$ cat src/rtl/serial_subtractor.sv
// Bit-serial subtractor: computes a - b - bin one bit per clock, LSB first,
// and publishes difference, unsigned borrow-out and signed overflow together
// with a one-cycle done pulse.
//
// state | meaning
// IDLE  | waiting for start; operands captured when start is seen
// SHIFT | one full-subtractor bit per edge, busy=1
// DONE  | one-cycle done pulse, then back to IDLE unconditionally
module serial_subtractor #(
    parameter int WIDTH = 8
) (
    input  logic             clk,
    input  logic             rst,
    input  logic             start,
    input  logic [WIDTH-1:0] a,
    input  logic [WIDTH-1:0] b,
    input  logic             bin,
    output logic [WIDTH-1:0] d,
    output logic             bout,
    output logic             ovf,
    output logic             busy,
    output logic             done
);

    localparam int CW = $clog2(WIDTH + 1);
    localparam logic [CW-1:0] LAST_BIT = CW'(WIDTH - 1);

    localparam logic [1:0] S_IDLE  = 2'd0;
    localparam logic [1:0] S_SHIFT = 2'd1;
    localparam logic [1:0] S_DONE  = 2'd2;

    logic [1:0]       state_q,  state_d;
    logic [CW-1:0]    cnt_q,    cnt_d;
    logic [WIDTH-1:0] a_sr_q,   a_sr_d;
    logic [WIDTH-1:0] b_sr_q,   b_sr_d;
    logic [WIDTH-1:0] acc_q,    acc_d;
    logic             br_q,     br_d;
    logic [WIDTH-1:0] d_q,      d_d;
    logic             bout_q,   bout_d;
    logic             ovf_q,    ovf_d;

    logic             diff_bit;
    logic             br_next;
    logic [WIDTH-1:0] acc_shift;

    // Full-subtractor slice on the current LSBs and the running borrow.
    always_comb begin
        diff_bit = a_sr_q[0] ^ b_sr_q[0] ^ br_q;
        br_next  = (~a_sr_q[0] & b_sr_q[0]) | (~(a_sr_q[0] ^ b_sr_q[0]) & br_q);
    end

    // Difference bits enter at the MSB so the LSB lands at bit 0 after WIDTH shifts.
    always_comb begin
        acc_shift            = acc_q >> 1;
        acc_shift[WIDTH-1]   = diff_bit;
    end

    // Next-state logic; result registers only change on the final SHIFT edge.
    always_comb begin
        state_d = state_q;
        cnt_d   = cnt_q;
        a_sr_d  = a_sr_q;
        b_sr_d  = b_sr_q;
        acc_d   = acc_q;
        br_d    = br_q;
        d_d     = d_q;
        bout_d  = bout_q;
        ovf_d   = ovf_q;
        case (state_q)
            S_IDLE: begin
                if (start) begin
                    a_sr_d  = a;
                    b_sr_d  = b;
                    br_d    = bin;
                    acc_d   = '0;
                    cnt_d   = '0;
                    state_d = S_SHIFT;
                end
            end
            S_SHIFT: begin
                a_sr_d = a_sr_q >> 1;
                b_sr_d = b_sr_q >> 1;
                br_d   = br_next;
                acc_d  = acc_shift;
                cnt_d  = cnt_q + CW'(1);
                if (cnt_q == LAST_BIT) begin
                    // br_q is the borrow into the MSB, br_next the borrow out of it.
                    d_d     = acc_shift;
                    bout_d  = br_next;
                    ovf_d   = br_q ^ br_next;
                    state_d = S_DONE;
                end
            end
            S_DONE: begin
                state_d = S_IDLE;
            end
            default: begin
                state_d = S_IDLE;
            end
        endcase
    end

    // State and datapath registers with synchronous reset.
    always_ff @(posedge clk) begin
        if (rst) begin
            state_q <= S_IDLE;
            cnt_q   <= '0;
            a_sr_q  <= '0;
            b_sr_q  <= '0;
            acc_q   <= '0;
            br_q    <= 1'b0;
            d_q     <= '0;
            bout_q  <= 1'b0;
            ovf_q   <= 1'b0;
        end else begin
            state_q <= state_d;
            cnt_q   <= cnt_d;
            a_sr_q  <= a_sr_d;
            b_sr_q  <= b_sr_d;
            acc_q   <= acc_d;
            br_q    <= br_d;
            d_q     <= d_d;
            bout_q  <= bout_d;
            ovf_q   <= ovf_d;
        end
    end

    // Status flags decode directly from the registered state.
    always_comb begin
        busy = (state_q == S_SHIFT);
        done = (state_q == S_DONE);
        d    = d_q;
        bout = bout_q;
        ovf  = ovf_q;
    end

endmodule
$ cat config.mk
export PLATFORM = sky130hd
export DESIGN_NAME = serial_subtractor
export DESIGN_NICKNAME = d
export VERILOG_FILES = /design/src/rtl/serial_subtractor.sv
export SDC_FILE = /design/constraint.sdc
export NUM_CORES = 1
export LEC_CHECK = 0
export ABC_AREA = 1
export BUFFER_PORTS_ARGS = -buffer_cell sky130_fd_sc_hd__buf_2
export CORE_MARGIN = 4
export CORE_UTILIZATION = 39
export CTS_CLUSTER_DIAMETER = 80
export DETAILED_ROUTE_END_ITERATION = 16
export PLACE_DENSITY = 0.62
export SYNTH_ARGS = -nofsm -noshare
export SYNTH_HDL_FRONTEND = slang
export SYNTH_SLANG_ARGS = --single-unit
$ cat constraint.sdc
create_clock -name clk -period 1.46 [get_ports clk]
set_clock_uncertainty 0.1 [all_clocks]
set_input_delay 0.146 -clock clk [delete_from_list [all_inputs] [get_ports clk]]
set_output_delay 0.146 -clock clk [all_outputs]
set_load 0.05 [all_outputs]
# Yosys cells after proc, flatten, opt, wreduce, memory -nomap -nowiden
# Cells that the tools add are included.
# Widths: inputs -> output; s select.
dict set report word_totals {
  ff_bits 41
  out_inout_bits 12
  wordCells 41
}
dict set report op_classes {
  add_sub_neg 1
  n_eq_ne 5
  muxes 13
  n_bitwise 8
  reduce_logical 5
}
# cell n
set ops {}
lappend ops {{$pmux 8 s2} 3}
lappend ops {{$mux 8} 3}
lappend ops {{$pmux 4 s2} 1}
lappend ops {{$reduce_and 2->1} 3}
lappend ops {{$add 4x1->4 const B} 1}
lappend ops {{$eq 4x3->1 const B} 1}
lappend ops {{$mux 2} 2}
lappend ops {{$mux 4} 1}
lappend ops {{$pmux 2 s2} 1}
lappend ops {{$xor 1x1->1} 3}
lappend ops {{$and 1x1->1} 2}
lappend ops {{$eq 2x1->1 const B} 1}
lappend ops {{$eq 2x2->1 const B} 1}
lappend ops {{$logic_not 2->1} 1}
lappend ops {{$ne 2x1->1 const B} 1}
lappend ops {{$ne 2x2->1 const B} 1}
lappend ops {{$not 1->1} 2}
lappend ops {{$pmux 1 s2} 1}
lappend ops {{$reduce_bool 2->1} 1}
lappend ops {{$mux 1} 1}
lappend ops {{$or 1x1->1} 1}

# Logic depth before layout (Yosys ltp)
# Gate-level depths: netlist of the first run.
dict set report depth {
  ltp_word 5
  ltp_mapped 8
  mapped_depth_nobuf 8
}

# Worst setup path after synthesis of the first run
# Ideal clock, no wire load.
dict set report synth_path {
  path_kind {register -> register}
  start {register cnt_q[0]}
  end {register bout_q (netlist: bout)}
  setup_ns 0.113
  arrival_ns 1.156
  required_ns 1.247
  slack_ns 0.091
  stages_incl_launch_ff 7
  path_cell_list {dfxtp_1 > ha_1 > nand2_1 > nor2_1 > nand3_1 > nand2_1 > nor2_1}
}
dict set report synth_via {
  elab_chain_cells 2
}
# item line
set synth_lines {}
lappend synth_lines {{start: declaration} 33} ;# logic [CW-1:0] cnt_q, cnt_d;
lappend synth_lines {{start signal: assignment} 117} ;# cnt_q <= cnt_d;
lappend synth_lines {{$eq 4x3->1} 86} ;# if (cnt_q == LAST_BIT) begin
lappend synth_lines {{$reduce_and 2->1 (no source line)} --}
lappend synth_lines {{end signal: assignment} 123} ;# bout_q <= bout_d;
lappend synth_lines {{end: declaration} 39} ;# logic bout_q, bout_d;
# No other way between the ends.
# A chain may end at the register's enable or synchronous reset.

# Worst setup path after layout of the first run
dict set report layout_path {
  start {register state_q[0]}
  end {output busy}
}
dict set report layout_via {
  elab_chain_cells 1
}
# item line
set layout_lines {}
lappend layout_lines {{start: declaration} 32} ;# logic [1:0] state_q, state_d;
lappend layout_lines {{start signal: assignment} 116} ;# state_q <= state_d;
lappend layout_lines {{$eq 2x1->1} 130} ;# busy = (state_q == S_SHIFT);
lappend layout_lines {{end: declaration} 21} ;# output logic busy,
# No other way between the ends.

==> summary.md, run 1 <==
| Metric | Value |
|---|---|
| R2R Setup Slk | `0.14 ns` |
| Pwr Density | `1100 nW/um^2` |
| Antenna violations before repair | `0` |
| Sequential area share after synthesis | `0.452` |
| # rows | `24` |
| Startpoint Class | `register` |
| Reg clk slew, reported paths | `0.08 ns` |
| Routed Antenna Nets | `0` |
| Syn avg cell area | `6.86 um^2` |
| Core area | `4380 um^2` |
| Tcrit/Tclk final | `0.948` |
| Net switching power | `573 uW` |
| Adder-cell area share of the yosys netlist | `0.0184` |
| Synth Area in Simple Gates | `0.403` |
| Status | `finished clean` |
| Comb pwr share | `0.121` |
| Asr flop ratio synth | `0` |
| Multi-input gate area | `833 um^2` |
| FF-to-FF End | `ovf` |
| Vias | `1630` |
| Drt drc | `0` |
| Sw frac | `0.236` |
| DRT Pass-1 Iters | `4` |
| Slew HR | `0.827` |
| Clock group share of total power | `0.403` |
| Util after Layout | `0.501` |
| H-tree Lvls | `2` |
| Final Critical Period | `1.38 ns` |
| Synthesized area | `1770 um^2` |
| Io pins | `32` |
| 1st-iter DRT viols | `93` |
| Ys flop type | `dfxtp_1` |
| Final WL | `3800 um` |
| Avg WL per Cell | `10.8 um` |
| Clock Sinks | `40` |
| Gr usage total | `0.151` |
| GRT overflow | `0` |
| Port Buf Inserts | `31` |
| Multiplexer share of the synthesized area | `0` |
| Required time of the critical path | `1.21 ns` |
| Critical Path AT | `1.14 ns` |
| Register area | `803 um^2` |
| Total CTS buffers | `5` |
| Hold depth | `3` |
| Crit end category | `primary output` |
| Die W | `75.4 um` |
| Nets@finish | `320` |
| Final hold violation count | `0` |
| Most numerous cell in the Yosys netlist | `nand2_1` |
| Die Y | `75.4 um` |
| Place WS | `0.0726 ns` |
| Clock latency on the worst-skew pair | `0.29 ns` |
| EDFF count, synth | `0` |
| Top-area cell type share of the netlist area | `0.452` |
| Clock Path Buffers | `2` |
| Yosys warnings | `0` |
| Final Setup Violations | `0` |
| HP Class | `in -> reg` |
| Initial Util | `0.404` |
| Post-Synth XOR/XNOR Area | `0` |
| RSZ-0062 raised after global routing | `no` |
| Number of distinct library cells after synthesis | `20` |
| Detailed Place HPWL | `2700 um` |
| Vias in the first global route | `1527` |
| Area leader, netlist | `dfxtp_1` |
| Critical path class | `reg -> out` |
| Share of cells above drive strength 1 | `0.194` |
| Root Buffer Master | `clkbuf_8` |
| Compound-Gate Fraction of Synth Area | `0.0452` |
| TNS Setup | `0 ns` |
| IR drop worst, VDD | `0.000521 V` |
| RD Place Congestion | `0.795` |
| FILL cells | `436` |
| Worst flop-to-flop path startpoint | `b_sr_q[0]` |
| Worst-case reg-to-reg path depth | `8` |
| Hold slack | `0.0167 ns` |
| Int Power | `1.85 mW` |
| Syn_nets | `280` |
| Largest family of logic cells by synthesized area | `simple AND/OR/NAND/NOR gates` |
| Register bit count reported by yosys | `40` |
| First-pass GRT wire length | `6680 um` |
| Final worst slack | `0.0757 ns` |
| Reg power frac | `0.476` |
| Hold path startpoint | `bin` |
| Synth top cells by count | `74 x nand2_1, 41 x nor2_1, 40 x dfxtp_1` |
| Fmax | `722 MHz` |
| # Max-Cap Violations | `0` |
| WHS Endpoint | `br_q` |
| Ant diodes | `0` |
| Area grow syn2layout | `24.1%` |
| Leakage | `1.04 nW` |
| CP Max Fanout | `6` |
| CTS tree | `done` |
| Vias per cell | `4.64` |
| Final Max Slew Viols | `0` |
| Synth top area cells | `dfxtp_1 45%, nand2_1 16%, nand3_1 10%, nor2_1 8.7%, inv_1 4.7%` |
| Worst Max-Slew Pin Slew | `0.257 ns` |
| Largest net degree at the start of global routing | `24` |
| Mapped Cells | `258` |
| Die area | `5680 um^2` |
## critical path, stage by stage (launching register included)
cell	delay [ns]
dfxtp_2	0.38
inv_2	0.05
nor2_4	0.18
buf_4	0.24
## kinds of logic after synthesis
group                    count (synthesis)
AO/OA/AOI/OAI                           16
AND/OR/NAND/NOR                        165
flip-flops                              40
adder cells (fa/ha/maj)                  2
buffers and inverters                   35
## timing repair
item,CTS,global route
hold endpoints to repair,2,0
endpoints found under the setup margin,1,17
pin swaps,0,0
hold buffers,2,0
resized for setup,1,5
buffers inserted,0,0
cloned,0,0
## metrics by stage
step                      power [mW]  instances  instance area, um^2
after CTS                       2.45        351                 2180
after global routing            2.56        351                 2200
after detailed placement        1.47        341                 2040
after floorplan                 1.37        258                 1770
final                           2.43        351                 2200
after global placement          1.46        341                 2040
## flip-flops by register name, indices dropped and copies added, names as in the netlist
name / flops
bout: 1
cnt_q: 4
ovf: 1
a_sr_q: 8
b_sr_q: 8
state_q: 2
d: 8
acc_q: 7
br_q: 1
## routing by layer
layer,routed length [um],global-route usage
met4,42,0.0524
met5,0,0
met1,1860,0.190
met3,213,0.0396
met2,1680,0.251
## power groups by stage
stage,clock network (mW),logic (mW),registers (mW)
after floorplan,0,0.195,1.17
after global routing,1.06,0.339,1.16
after global placement,0,0.287,1.18
after CTS,1.01,0.295,1.15
after detailed placement,0,0.288,1.18
final,0.979,0.294,1.15
## final cells by class
| cell class | count | area share |
|---|---|---|
| multi-input cells | 183 | 0.379 |
| flip-flops and latches | 40 | 0.366 |
| repair buffers | 45 | 0.129 |
| clock buffers | 7 | 0.0438 |
| inverters | 23 | 0.0393 |
| well taps | 52 | 0.0296 |
| clock inverters | 1 | 0.0137 |
## placed cells by master (no fill, tap or decap), types with 2 or more instances in the layout
cell type | synthesis | layout
a21oi_1 | 13 | 13
buf_2 | 7 | 29
buf_4 | 1 | 12
clkbuf_8 | 0 | 7
dfxtp_1 | 40 | 38
dfxtp_2 | 0 | 2
dlygate4sd3_1 | 0 | 2
inv_1 | 22 | 22
nand2_1 | 74 | 74
nand3_1 | 36 | 36
nand3b_1 | 9 | 9
nor2_1 | 41 | 41
nor2_4 | 1 | 2
nor3_1 | 2 | 2
o21ai_1 | 2 | 2
## worst max path at each step
stage / cells past startpoint / start / end / slack (ns)
final: 3 / state_q[0] / busy / 0.08
after global routing: 6 / state_q[1] / a_sr_q[4] / 0.006
after CTS: 3 / state_q[0] / busy / 0.003
after detailed placement: 8 / b_sr_q[0] / ovf / 0.07
after global placement: 8 / b_sr_q[0] / ovf / 0.08
after floorplan: 6 / cnt_q[0] / bout / 0.09
Note: power is estimated with default switching activity, not from simulation.
==> run 2, diff against run 1 <==
==> constraint.sdc (replaced) <==
create_clock -name clk -period 1.46 [get_ports clk]
set_clock_uncertainty 0.1 [all_clocks]
set_input_delay 0.146 -clock clk [delete_from_list [all_inputs] [get_ports clk]]
set_output_delay 0.146 -clock clk [all_outputs]
set_load 0.005 [all_outputs]
==> run 2 against run 1 <==
Effect of this change:
- die area unchanged
- via count increased by 3.9%
- register-to-register slack barely moved
- critical path type unchanged
- cell area up 2.2%
- clock-buffer cell count is 1 lower
- combinational power rose by 8.8%
- largest power group unchanged
==> summary.md, run 2 (synthesis gave the netlist of run 1 again) <==
| Metric | Value |
|---|---|
| Status | `finished clean` |
| Metal2 WL | `1830 um (+8.8%)` |
| Pwr Density | `1060 nW/um^2 (-4.3%)` |
| Required time of the critical path | `1.21 ns (about the same)` |
| Vias per cell | `4.73 (+1.9%)` |
| Fmax | `728 MHz (+0.83%)` |
| Critical path class | `reg -> out` |
| Reg power frac | `0.486 (+0.010)` |
| WL met3 | `202 um (-5.2%)` |
| Root Buffer Master | `clkbuf_8` |
| Util after Layout | `0.512 (+0.0111)` |
| Initial Util | `0.404 (unchanged)` |
| Slew HR | `0.834 (+0.00623)` |
| Die area | `5680 um^2 (unchanged)` |
| Post-Place Cell Area | `2040 um^2 (+0.37%)` |
| Total CTS buffers | `5 (unchanged)` |
| Avg WL per Cell | `11.4 um (+5.2%)` |
| Metal1 wirelength | `1970 um (+5.6%)` |
| HP Class | `in -> reg` |
| Detailed Place HPWL | `2610 um (-3.3%)` |
| Final Max Slew Viols | `0 (unchanged)` |
| Vias in the first global route | `1551 (+1.6%)` |
| Nets@finish | `327 (+2.2%)` |
| IR drop worst, VDD | `0.000628 V (+20%)` |
| 1st-iter DRT viols | `63 (-32%)` |
| DRT Pass-1 Iters | `4 (unchanged)` |
| Antenna violations before repair | `0 (unchanged)` |
| Io pins | `32 (unchanged)` |
| Max Used Layer | `met4` |
| Area grow syn2layout | `26.9%` |
| Clock latency on the worst-skew pair | `0.30 ns (about the same)` |
| Port Buf Inserts | `31 (unchanged)` |
| # Max-Cap Violations | `0 (unchanged)` |
| Finished Cell Area | `2250 um^2 (+2.2%)` |
| Share of cells above drive strength 1 | `0.212 (+0.0184)` |
| Ant diodes | `0 (unchanged)` |
| Routed Antenna Nets | `0 (unchanged)` |
| FILL cells | `455 (+4.4%)` |
| Final Total Pwr | `2.37 mW (-2.2%)` |
| Final WL | `4080 um (+7.3%)` |
| # rows | `24 (unchanged)` |
| Most frequent cells in the layout | `73 x nand2_1, 41 x nor2_1, 38 x dfxtp_1` |
| Final worst slack | `0.0871 ns (+0.0115 ns)` |
| Drt drc | `0 (unchanged)` |
| Final Setup Violations | `0 (unchanged)` |
| Startpoint Class | `register` |
| Tcrit/Tclk final | `0.940 (-0.00785)` |
| Vias | `1694 (+3.9%)` |
| Clock Sinks | `40 (unchanged)` |
| Slowest stage cell on the critical path | `dfxtp_2` |
| GRT overflow | `0 (unchanged)` |
| Most common cell after layout, fill and taps aside | `nand2_1` |
| CP Max Fanout | `13 (+7)` |
| Reg clk slew, reported paths | `0.07 ns (about the same)` |
| Crit-path cells | `inv_2 > nor2_4 > buf_12 > buf_2` |
| CTS tree | `done` |
| Sw frac | `0.249 (+0.0130)` |
| Crit end category | `primary output` |
| Leakage | `1.08 nW (+3.2%)` |
| Final hold violation count | `0 (unchanged)` |
| Comb pwr share | `0.135 (+0.014)` |
| Final Critical Period | `1.37 ns (-0.0115 ns)` |
| Die Y | `75.4 um (unchanged)` |
| Slowest stage delay, CP | `0.37 ns (about the same)` |
| Gr usage total | `0.153 (+0.00135)` |
| Clock Path Buffers | `2 (unchanged)` |
| RD Place Congestion | `0.792 (-0.39%)` |
| Int Power | `1.78 mW (-3.8%)` |
| Worst Max-Slew Pin Slew | `0.250 ns (-0.00762 ns)` |
| First-pass GRT wire length | `6620 um (-0.93%)` |
| Critical Path AT | `1.13 ns (about the same)` |
| Largest net degree at the start of global routing | `38 (+58%)` |
| Die W | `75.4 um (unchanged)` |
| Clock group share of total power | `0.379 (-0.024)` |
| Place WS | `0.0763 ns (+0.00371 ns)` |
| Net switching power | `592 uW (+3.2%)` |
| H-tree Lvls | `2 (unchanged)` |
| Core area | `4380 um^2 (unchanged)` |
[run 2: cell types whose count changed in the layout (fill, tap and decap cells not counted)]
| cell | change |
|---|---|
| nand2_1 | -1 |
| nand2_2 | +1 |
| clkbuf_16 | +1 |
| clkbuf_4 | -1 |
| buf_4 | +5 |
| clkinv_2 | +1 |
| clkbuf_8 | -2 |
| clkbuf_1 | +1 |
| buf_2 | +2 |
[run 2: per-stage QoR]
stage / instances / hold WS [ns] / setup TNS (ns)
3_5_place_dp: 342 / 0.301 / 0
6_report: 358 / 0.00583 / 0
2_1_floorplan: 258 / 0.185 / 0
5_1_grt: 358 / 0.00665 / -0.00455
3_3_place_gp: 342 / 0.305 / 0
4_1_cts: 352 / 0.00162 / 0
[run 2: repair_timing]
item                                   CTS  global route
resized for setup                        0             5
hold buffers                             2             0
buffers inserted                         0             5
endpoints found under the hold margin    2             0
setup endpoints to repair                0            11
[run 2: routing by layer]
metal	GRT usage	vias to the layer above
met5	0	-
met4	0.0738	0
met3	0.0383	7
met2	0.261	41
met1	0.178	744
li1	-	902
[run 2: critical path, delay by kind of cell (launching register included)]
kind | cells | cell delay, ns
DFF | 1 | 0.37
and+or+nand+nor | 1 | 0.14
buffers and inverters | 3 | 0.32
[run 2: path summary, 6_finish.rpt]
kind / from / endpoint / slack [ns] / depth (start not counted)
worst min register to register: cnt_q[0] / cnt_q[0] / 0.35 / 1
worst max-delay path: state_q[0] / busy / 0.09 / 4
worst min-delay path: a[7] / a_sr_q[7] / 0.006 / 3
worst max register to register: br_q / ovf / 0.13 / 8
[run 2: power groups by stage]
stage | Clock, mW | Combinational, mW | Sequential (mW)
CTS | 0.929 | 0.287 | 1.15
detailed placement | 0 | 0.282 | 1.18
global placement | 0 | 0.282 | 1.18
floorplan | 0 | 0.187 | 1.17
global route | 0.975 | 0.360 | 1.16
finish | 0.900 | 0.320 | 1.15
[run 2: area by class of cell]
cell class	count	area (um^2)	area share
Inverter	23	86.3	0.0384
Tap cell	52	65.1	0.0290
Clock buffer	6	72.6	0.0323
Sequential cell	40	803	0.358
Clock inverter	2	35.0	0.0156
Multi-Input combinational cell	183	836	0.372
Timing Repair Buffer	52	348	0.155
